===== src/rtl/reg_file_param.sv =====
// Parametrised WIDTH x DEPTH register file: one write port, two combinational read ports,
// optional write-to-read bypass, optional hardwired-zero entry 0, sequenced clear sweep.
module reg_file_param #(
    parameter int WIDTH    = 8,
    parameter int DEPTH    = 8,
    parameter int ADDR_W   = 3,
    parameter int BYPASS   = 1,
    parameter int ZERO_REG = 0
) (
    input  logic              CLK,
    input  logic              RESET,
    input  logic [WIDTH-1:0]  IN,
    input  logic [ADDR_W-1:0] INADDRESS,
    input  logic              WRITE,
    input  logic [ADDR_W-1:0] OUT1ADDRESS,
    input  logic [ADDR_W-1:0] OUT2ADDRESS,
    output logic [WIDTH-1:0]  OUT1,
    output logic [WIDTH-1:0]  OUT2,
    input  logic              CLEAR,
    output logic              BUSY,
    output logic              WR_ERR
);

    localparam logic [0:0] ST_IDLE  = 1'b0;
    localparam logic [0:0] ST_SWEEP = 1'b1;

    localparam logic [ADDR_W-1:0] LAST_IDX = ADDR_W'(DEPTH - 1);
    localparam logic [ADDR_W:0]   DEPTH_X  = (ADDR_W + 1)'(DEPTH);

    logic [0:0]        state_q, state_d;
    logic [ADDR_W-1:0] ptr_q, ptr_d;
    logic              wr_err_q, wr_err_d;
    logic [WIDTH-1:0]  mem_q [DEPTH];
    logic [WIDTH-1:0]  mem_d [DEPTH];

    logic idle_wr;
    logic wr_in_range;
    logic wr_zero_hit;
    logic wr_accept;
    logic rd1_in_range;
    logic rd2_in_range;

    assign idle_wr      = WRITE && (state_q == ST_IDLE) && !CLEAR;
    assign wr_in_range  = {1'b0, INADDRESS} < DEPTH_X;
    assign rd1_in_range = {1'b0, OUT1ADDRESS} < DEPTH_X;
    assign rd2_in_range = {1'b0, OUT2ADDRESS} < DEPTH_X;
    assign wr_zero_hit  = (ZERO_REG != 0) && (INADDRESS == '0);
    assign wr_accept    = idle_wr && wr_in_range && !wr_zero_hit;

    always_comb begin
        state_d  = state_q;
        ptr_d    = ptr_q;
        // Zero-register writes are dropped silently, so they do not count as rejections.
        wr_err_d = WRITE && !(idle_wr && wr_in_range);
        mem_d    = mem_q;

        case (state_q)
            ST_IDLE: begin
                if (CLEAR) begin
                    state_d = ST_SWEEP;
                    ptr_d   = '0;
                end
            end
            default: begin
                if (ptr_q == LAST_IDX) begin
                    state_d = ST_IDLE;
                    ptr_d   = '0;
                end else begin
                    ptr_d = ptr_q + 1'b1;
                end
            end
        endcase

        for (int unsigned i = 0; i < DEPTH; i++) begin
            if (wr_accept && (INADDRESS == ADDR_W'(i))) begin
                mem_d[i] = IN;
            end
            if ((state_q == ST_SWEEP) && (ptr_q == ADDR_W'(i))) begin
                mem_d[i] = '0;
            end
        end
    end

    always_ff @(posedge CLK or negedge RESET) begin
        if (!RESET) begin
            state_q  <= ST_IDLE;
            ptr_q    <= '0;
            wr_err_q <= 1'b0;
            for (int unsigned i = 0; i < DEPTH; i++) begin
                mem_q[i] <= '0;
            end
        end else begin
            state_q  <= state_d;
            ptr_q    <= ptr_d;
            wr_err_q <= wr_err_d;
            for (int unsigned i = 0; i < DEPTH; i++) begin
                mem_q[i] <= mem_d[i];
            end
        end
    end

    // Later assignments override earlier ones, giving range > zero-reg > bypass > storage.
    always_comb begin
        OUT1 = '0;
        OUT2 = '0;
        for (int unsigned i = 0; i < DEPTH; i++) begin
            if (OUT1ADDRESS == ADDR_W'(i)) begin
                OUT1 = mem_q[i];
            end
            if (OUT2ADDRESS == ADDR_W'(i)) begin
                OUT2 = mem_q[i];
            end
        end
        if ((BYPASS != 0) && idle_wr && (OUT1ADDRESS == INADDRESS)) begin
            OUT1 = IN;
        end
        if ((BYPASS != 0) && idle_wr && (OUT2ADDRESS == INADDRESS)) begin
            OUT2 = IN;
        end
        if ((ZERO_REG != 0) && (OUT1ADDRESS == '0)) begin
            OUT1 = '0;
        end
        if ((ZERO_REG != 0) && (OUT2ADDRESS == '0)) begin
            OUT2 = '0;
        end
        if (!rd1_in_range) begin
            OUT1 = '0;
        end
        if (!rd2_in_range) begin
            OUT2 = '0;
        end
    end

    assign BUSY   = (state_q == ST_SWEEP);
    assign WR_ERR = wr_err_q;

endmodule

===== config.mk =====
export PLATFORM = sky130hd
export DESIGN_NAME = reg_file_param
export DESIGN_NICKNAME = d
export VERILOG_FILES = /design/src/rtl/reg_file_param.sv
export SDC_FILE = /design/constraint.sdc
export NUM_CORES = 1
export LEC_CHECK = 0
export ABC_AREA = 1
export BUFFER_PORTS_ARGS = -buffer_cell sky130_fd_sc_hd__buf_2
export CAP_MARGIN = 20
export CORE_MARGIN = 2
export CORE_UTILIZATION = 50
export DETAILED_ROUTE_END_ITERATION = 10
export PLACE_DENSITY = 0.74
export REMOVE_ABC_BUFFERS = 1
export SLEW_MARGIN = 20
export SYNTH_ARGS = -nofsm -noshare
export SYNTH_HDL_FRONTEND = slang
export SYNTH_SLANG_ARGS = --single-unit

===== constraint.sdc =====
create_clock -name CLK -period 3.71 [get_ports CLK]
set_input_delay 0.742 -clock CLK [delete_from_list [all_inputs] [get_ports CLK]]
set_output_delay 0.742 -clock CLK [all_outputs]
set_load 0.05 [all_outputs]

* Yosys cells after proc, flatten, opt, wreduce, memory -nomap -nowiden *
Cells that the tools add are included.

word-level totals
  register bits = 69
  bits of input ports = 21
  output and inout bits = 18
  logic and storage cells = 119

cells by class
  reductions and logical operators = 36
  bitwise logic cells = 1
  $add $sub $neg = 1
  equal/unequal tests = 30
  multiplexer cells = 40

operators with widths
  operator                                                          number
  8-bit 2-to-1 mux                                                  34
  3-bit == test (second input constant)                             16
  3-bit by 2-bit == test with 1-bit output (second input constant)  8
  1-bit logical AND                                                 21
  2-bit nonzero test                                                9
  3-bit by 1-bit == test with 1-bit output (second input constant)  4
  3-bit zero test                                                   4
  3-bit 2-to-1 mux                                                  3
  3-bit == test                                                     2
  3-bit by 1-bit adder with 3-bit output (second input constant)    1
  1-bit 2-to-1 mux                                                  3
  1-bit zero test                                                   2
  1-bit NOT                                                         1

* Logic depth before layout (Yosys ltp) *
Gate-level depths: netlist (run 1).

  depth in word-level cells = 10
  gate-level depth with buffers = 10

* Worst setup path after synthesis (run 1) *
OpenSTA, ideal clock, no wires.

  kind = input to output
  start = input OUT2ADDRESS[1]
  end = output OUT2[7]
  buffers on the path = 2
  setup slack = 660 ps
  stages on the path = 6
  required time = 2968 ps
  arrival = 2308 ps
  cells stage by stage = buf_2 > inv_1 > nor3_4 > buf_4 > a21oi_1 > a21oi_1

between the ends
  cells in the longest elaborated chain, start to end = 10

RTL lines
  what                           line  source
  start: declaration             16    input logic [ADDR_W-1:0] OUT2ADDRESS,
  3-bit zero test                110   if (OUT2ADDRESS == ADDR_W'(i)) begin
  8-bit 2-to-1 mux (8 in a row)  110
  8-bit 2-to-1 mux *             117   if ((BYPASS != 0) && idle_wr && (OUT2ADDRESS == INADDRESS)) begin
  end: declaration               18    output logic [WIDTH-1:0] OUT2,

Mark *: on every way between the ends. The rest lies on a longest branch, timed or not.

* Final worst setup path (run 1) *
  start = input OUT2ADDRESS[2]
  end = output OUT2[7]

Same word-level chain as after synthesis.

==> results of run 1 <==
## through the flow
stage,instance area (um2),utilization
after floorplan,3970,-
after global placement,4340,0.537
after detailed placement,4340,0.537
after CTS,4610,0.570
after global routing,4610,0.570
final,4610,0.570
## how the worst max path moves through the flow
stage,slack (ns),end,cells after the start
floorplan,0.41,OUT2[7],7
global placement,0.52,OUT1[3],8
global route,0.26,OUT1[3],7
finish,0.43,OUT2[7],9
CTS,0.47,OUT1[7],8
detailed placement,0.47,OUT1[7],8
## cells in the mapped netlist
cell type	count	area (um2)
a21oi_1	39	195
and2_1	1	6.26
buf_1	1	3.75
buf_2	13	65.1
buf_4	4	30.0
buf_6	1	11.3
clkbuf_1	6	22.5
dfrtp_1	69	1730
ha_1	6	75.1
inv_1	45	169
inv_2	5	18.8
nand2_1	103	387
nand2_2	1	6.26
nand3_1	84	420
nand3_2	1	10.0
nand4_1	35	219
nand4_2	2	25.0
nor2_1	53	199
nor2_2	1	6.26
nor2_4	1	11.3
nor3_1	2	10.0
nor3_2	6	60.1
nor3_4	2	32.5
o21ai_0	43	215
o21ai_1	7	35.0
o21ai_2	1	8.76
o22ai_1	17	106
xor2_1	3	26.3
## routing by layer
layer	global-route usage	vias up	routed length [um]
met3	0.0710	39	1270
met2	0.484	243	5960
met4	0.165	0	561
met1	0.405	1952	5300
li1	-	1957	-
met5	0	-	0
## power by group through the flow
stage	Clock (mW)	Combinational [mW]	Sequential (mW)
5_1_grt	0.880	0.769	0.999
3_3_place_gp	0	0.661	0.988
2_1_floorplan	0	0.454	0.983
3_5_place_dp	0	0.680	0.995
4_1_cts	0.849	0.681	0.981
6_report	0.851	0.694	0.985
## critical path, stage by stage
cell,delay [ns]
buf_2,0.14
inv_1,0.36
nand2_1,0.10
a21oi_1,0.14
nand2_1,0.09
inv_1,0.43
a21oi_1,0.08
a21oi_1,0.17
buf_2,0.28
## kinds of logic after synthesis
logic type                 Yosys count
buffers and inverters               75
xor gates and xnor gates             3
and+or+nand+nor                    292
AOI/OAI and AO/OA                  107
DFF                                 69
adders and majority gates            6
## flip-flops by register name, indices dropped and copies added (netlist names)
name,cells
BUSY,1
WR_ERR,1
mem_q,64
ptr_q,3
## cell type report
class	count	area [um2]
repair buffers	45	243
clock buffers	10	138
clock inverters	6	134
fillers	779	3480
inverters	50	188
multi-input cells	408	2050
well taps	105	131
flip-flops and latches	69	1730
==> metrics.md, run 1 <==
| Metric | Value |
|---|---|
| Pin slew with the least headroom to its limit | `0.711 ns` |
| Hold slack | `0.341 ns` |
| Fin Clk Skew | `0.0104 ns` |
| Wire per inst | `18.9 um` |
| Max Freq | `305 MHz` |
| Reg-to-Reg Start | `BUSY$_DFF_PN0_` |
| Peak supply drop | `0.435 mV` |
| CTS max path bufs | `2` |
| Yosys warnings | `0` |
| Commonest non-fill, non-tap cell in the layout | `nand2_1` |
| All-layer global routing usage | `0.311` |
| Routability cong. | `0.997` |
| Vias | `4191` |
| Multiplexer share of the synthesized area | `0` |
| CTS clk-pin slew, worst paths | `0.08 ns` |
| Crit path arrival time | `2.54 ns` |
| Hold crit path type | `in -> async` |
| Combinational family with the most area after synthesis | `simple AND/OR/NAND/NOR gates` |
| Mapped cell area | `4100 um2` |
| Resized Gates After CTS | `0` |
| Drt via density | `6.05` |
| Final Max Tran Viols | `0` |
| Final min period | `3.28 ns` |
| Dpl cells | `677` |
| Tcrit/Tclk final | `0.884` |
| Post-route DRC | `0` |
| Area grow syn2layout | `12.5%` |
| Compound-cell area share of the yosys netlist | `0.137` |
| Worst Path Max Fanout | `15` |
| Initial Util | `0.507` |
| Tot Pwr | `2.53 mW` |
| Most frequent cells in the layout | `nand2_1 (103), nand3_1 (84), dfrtp_1 (69)` |
| Die Ht | `94.6 um` |
| Adder-Cell Fraction of Synth Area | `0.0183` |
| CTS tree | `yes` |
| Final setup violation count | `0` |
| Diode count | `0` |
| Pwr dens | `548 nW/um2` |
| Vias in the first global route | `3968` |
| Die width | `94.6 um` |
| Pre-antenna DRT Iters | `7` |
| Worst setup EP type | `output port` |
| Pin count of the biggest net entering global routing | `48` |
| Int Pwr | `1.60 mW` |
| Setup ws final | `0.429 ns` |
| # rows | `33` |
| GRT Residual Overflow | `0` |
| ANT nets after route | `0` |
| DR iter-0 viols | `415` |
| Hold-fix buffers, CTS | `0` |
| Worst r2r dst | `mem_q[1]$_DFFE_PN0P_` |
| Finished Layout Cells | `693` |
| H-tree levels | `3` |
| Post-synthesis xor/xnor area fraction | `0.00641` |
| RSZ-0062 raised after global routing | `false` |
| Worst slack, placed | `0.470 ns` |
| Routed wire length | `13100 um` |
| #FFs+latches synth | `69` |
| CP startpoint | `OUT2ADDRESS[2]` |
| Reg2reg setup slack | `1.61 ns` |
| Reg2Reg Depth | `6` |
| Die area | `8940 um2` |
| Post-DP HPWL | `8980 um` |
| Port buffer count | `38` |
| Critical path type | `in -> out` |
| Worst skew pair latency | `0.36 ns` |
| Clock power frac | `0.336` |
| Crit path launch type | `input port` |
| Simple-Gate Fraction of Synth Area | `0.340` |
| Num CTS Buffers | `9` |
| Post-CTS Setup Bufs | `0` |
| Req. time, crit path | `2.97 ns` |
| Share of post-route cells with drive strength above 1 | `0.138` |
| Switching part of the total power | `0.368` |
| Seq pwr share | `0.389` |
| First-pass GRT wire length | `20700 um` |
| Post-Synthesis Cells | `552` |
| Clock sink count | `69` |
| Sw Pwr | `0.931 mW` |
| CTS root buf | `clkbuf_8` |
| Max Cap Viol | `0` |
| Antenna violations before repair | `0` |
| Slew margin rel. | `0.523` |
| Outcome | `finished, final reports clean` |
| Final hold violation count | `0` |
| Setup tns final | `0 ns` |
| Leak | `2.19 nW` |
| Power share of the combinational group | `0.274` |
| IO Pins | `39` |
| Core area | `8090 um2` |
| NumNets Final | `610` |
| Distinct cell type count after synthesis | `28` |
| Syn Area/Cell | `7.43 um2` |
| Sequential cell area fraction in the yosys report | `0.421` |
(Power assumes the default switching activity.)
==> run 2, diff against run 1 <==
- PLACE_DENSITY: 0.74 -> 0.76
==> run 2 against run 1 <==
Net effect: setup slack improved by 0.050 ns; clock power fell by 15%; flip-flop and latch count stayed put; highest routed layer unchanged; combinational power decreased by 2%; hold slack got worse by 0.052 ns; register-to-register slack worse by 0.07 ns; design area down 1.2%.
==> metrics.md, run 2 (same netlist as run 1, synthesis figures left out) <==
| Metric | Value |
|---|---|
| Largest register by flop count | `mem_q` |
| Num CTS Buffers | `9` |
| Setup tns final | `0 ns` |
| Sw Pwr | `0.902 mW` |
| Final hold violation count | `0` |
| Routed wire length | `12300 um` |
| Max FFs per register | `64` |
| Crit path launch type | `register` |
| CTS max path bufs | `2` |
| Vias | `4192` |
| Req. time, crit path | `2.97 ns` |
| DR iter-0 viols | `395` |
| Crit path arrival time | `2.49 ns` |
| Max Freq | `310 MHz` |
| Leak | `2.16 nW` |
| Hold crit path type | `in -> async` |
| Worst skew pair latency | `0.36 ns` |
| Int Pwr | `1.49 mW` |
| Vias in the first global route | `3944` |
| Seq pwr share | `0.412` |
| CTS clk-pin slew, worst paths | `0.09 ns` |
| # rows | `33` |
| IO Pins | `39` |
| Post-CTS Setup Bufs | `0` |
| Post-route DRC | `0` |
| DP Area | `4330 um2` |
| RSZ-0062 raised after global routing | `false` |
| Slew margin rel. | `0.526` |
| Fin util | `0.564` |
| Worst slack, placed | `0.532 ns` |
| Pin slew with the least headroom to its limit | `0.711 ns` |
| Final setup violation count | `0` |
| Peak supply drop | `0.413 mV` |
| Post-DP HPWL | `8690 um` |
| Clock power frac | `0.302` |
| Diode count | `0` |
| Worst setup EP type | `output port` |
| Wire per inst | `17.8 um` |
| Drt via density | `6.07` |
| All-layer global routing usage | `0.292` |
| Die Ht | `94.6 um` |
| Pin count of the biggest net entering global routing | `57` |
| Final Instance Area | `4560 um2` |
| Final min period | `3.23 ns` |
| Hold-fix buffers, CTS | `0` |
| Share of post-route cells with drive strength above 1 | `0.133` |
| Die area | `8940 um2` |
| Pre-antenna DRT Iters | `5` |
| Routability cong. | `0.916` |
| Final Max Tran Viols | `0` |
| Worst Path Max Fanout | `16` |
| Outcome | `finished, final reports clean` |
| Most frequent cells in the layout | `nand2_1 (103), nand3_1 (84), dfrtp_1 (69)` |
| H-tree levels | `3` |
| Die width | `94.6 um` |
| Fin Clk Skew | `0.0187 ns` |
| Antenna violations before repair | `0` |
| Max Cap Viol | `0` |
| Critical path type | `reg -> out` |
| NumNets Final | `608` |
| First-pass GRT wire length | `20000 um` |
| Reg2Reg Depth | `6` |
| GRT Residual Overflow | `0` |
| Initial Util | `0.507` |
| CTS tree | `yes` |
| Port buffer count | `38` |
| Resized Gates After CTS | `0` |
| Power share of the combinational group | `0.286` |
| Area grow syn2layout | `11.2%` |
| Fillers | `775` |
| Regs by FF count | `mem_q: 64 flops, ptr_q: 3 flops` |
| Clock sink count | `69` |
| Core area | `8090 um2` |
| ANT nets after route | `0` |
| Tcrit/Tclk final | `0.871` |
| Switching part of the total power | `0.378` |
| Commonest non-fill, non-tap cell in the layout | `nand2_1` |
| CTS root buf | `clkbuf_8` |
| Setup ws final | `0.479 ns` |
| Pwr dens | `523 nW/um2` |
[run 2: final cells by class]
cell class	instances	area, um2	share of cell area
clock buffers	12	155	0.0340
clock inverters	4	77.6	0.0170
inverters	50	188	0.0412
multi-input cells	408	2050	0.450
flip-flops and latches	69	1730	0.379
well taps	105	131	0.0288
repair buffers	43	228	0.0499
[run 2: path summary, 6_finish.rpt]
kind                                       startpoint               endpoint  slack, ns
min in group CLK                mem_q[59]$_DFFE_PN0P_  mem_q[59]$_DFFE_PN0P_       0.54
max in group asynchronous                       RESET  mem_q[22]$_DFFE_PN0P_       2.36
worst min-delay path                            RESET   mem_q[7]$_DFFE_PN0P_       0.29
worst min register to register  mem_q[59]$_DFFE_PN0P_  mem_q[59]$_DFFE_PN0P_       0.54
worst max register to register         BUSY$_DFF_PN0_  mem_q[27]$_DFFE_PN0P_       1.54
worst max-delay path                   BUSY$_DFF_PN0_                OUT1[4]       0.48
[run 2: per-layer routing]
| layer | share of wire | vias up | routed length [um] | global-route usage |
|---|---|---|---|---|
| met4 | 0.042 | 0 | 513 | 0.141 |
| met1 | 0.40 | 1976 | 4960 | 0.386 |
| met3 | 0.086 | 41 | 1060 | 0.0638 |
| li1 | - | 1957 | - | - |
| met2 | 0.47 | 218 | 5770 | 0.458 |
| met5 | 0 | - | 0 | 0 |
[run 2: per-stage QoR]
stage / hold WS, ns / power [mW] / cells
after CTS: 0.304 / 2.38 / 691
after global placement: 0.514 / 1.64 / 675
after global routing: 0.311 / 2.52 / 691
after floorplan: 0.446 / 1.44 / 527
final: 0.289 / 2.39 / 691
after detailed placement: 0.522 / 1.66 / 675
[run 2: critical path, cell delays in order (launching register included)]
cell     delay [ns]
dfrtp_1        0.53
nor2_2         0.24
nand2_2        0.17
nor3_1         0.17
and2_1         0.54
nand2_1        0.10
nand2_1        0.11
buf_2          0.26
[run 2: power groups by stage]
stage | clock network [mW] | logic, mW | registers (mW)
6_report | 0.722 | 0.682 | 0.983
5_1_grt | 0.764 | 0.754 | 0.996
4_1_cts | 0.723 | 0.674 | 0.980
3_5_place_dp | 0 | 0.670 | 0.994
3_3_place_gp | 0 | 0.650 | 0.986
2_1_floorplan | 0 | 0.454 | 0.983
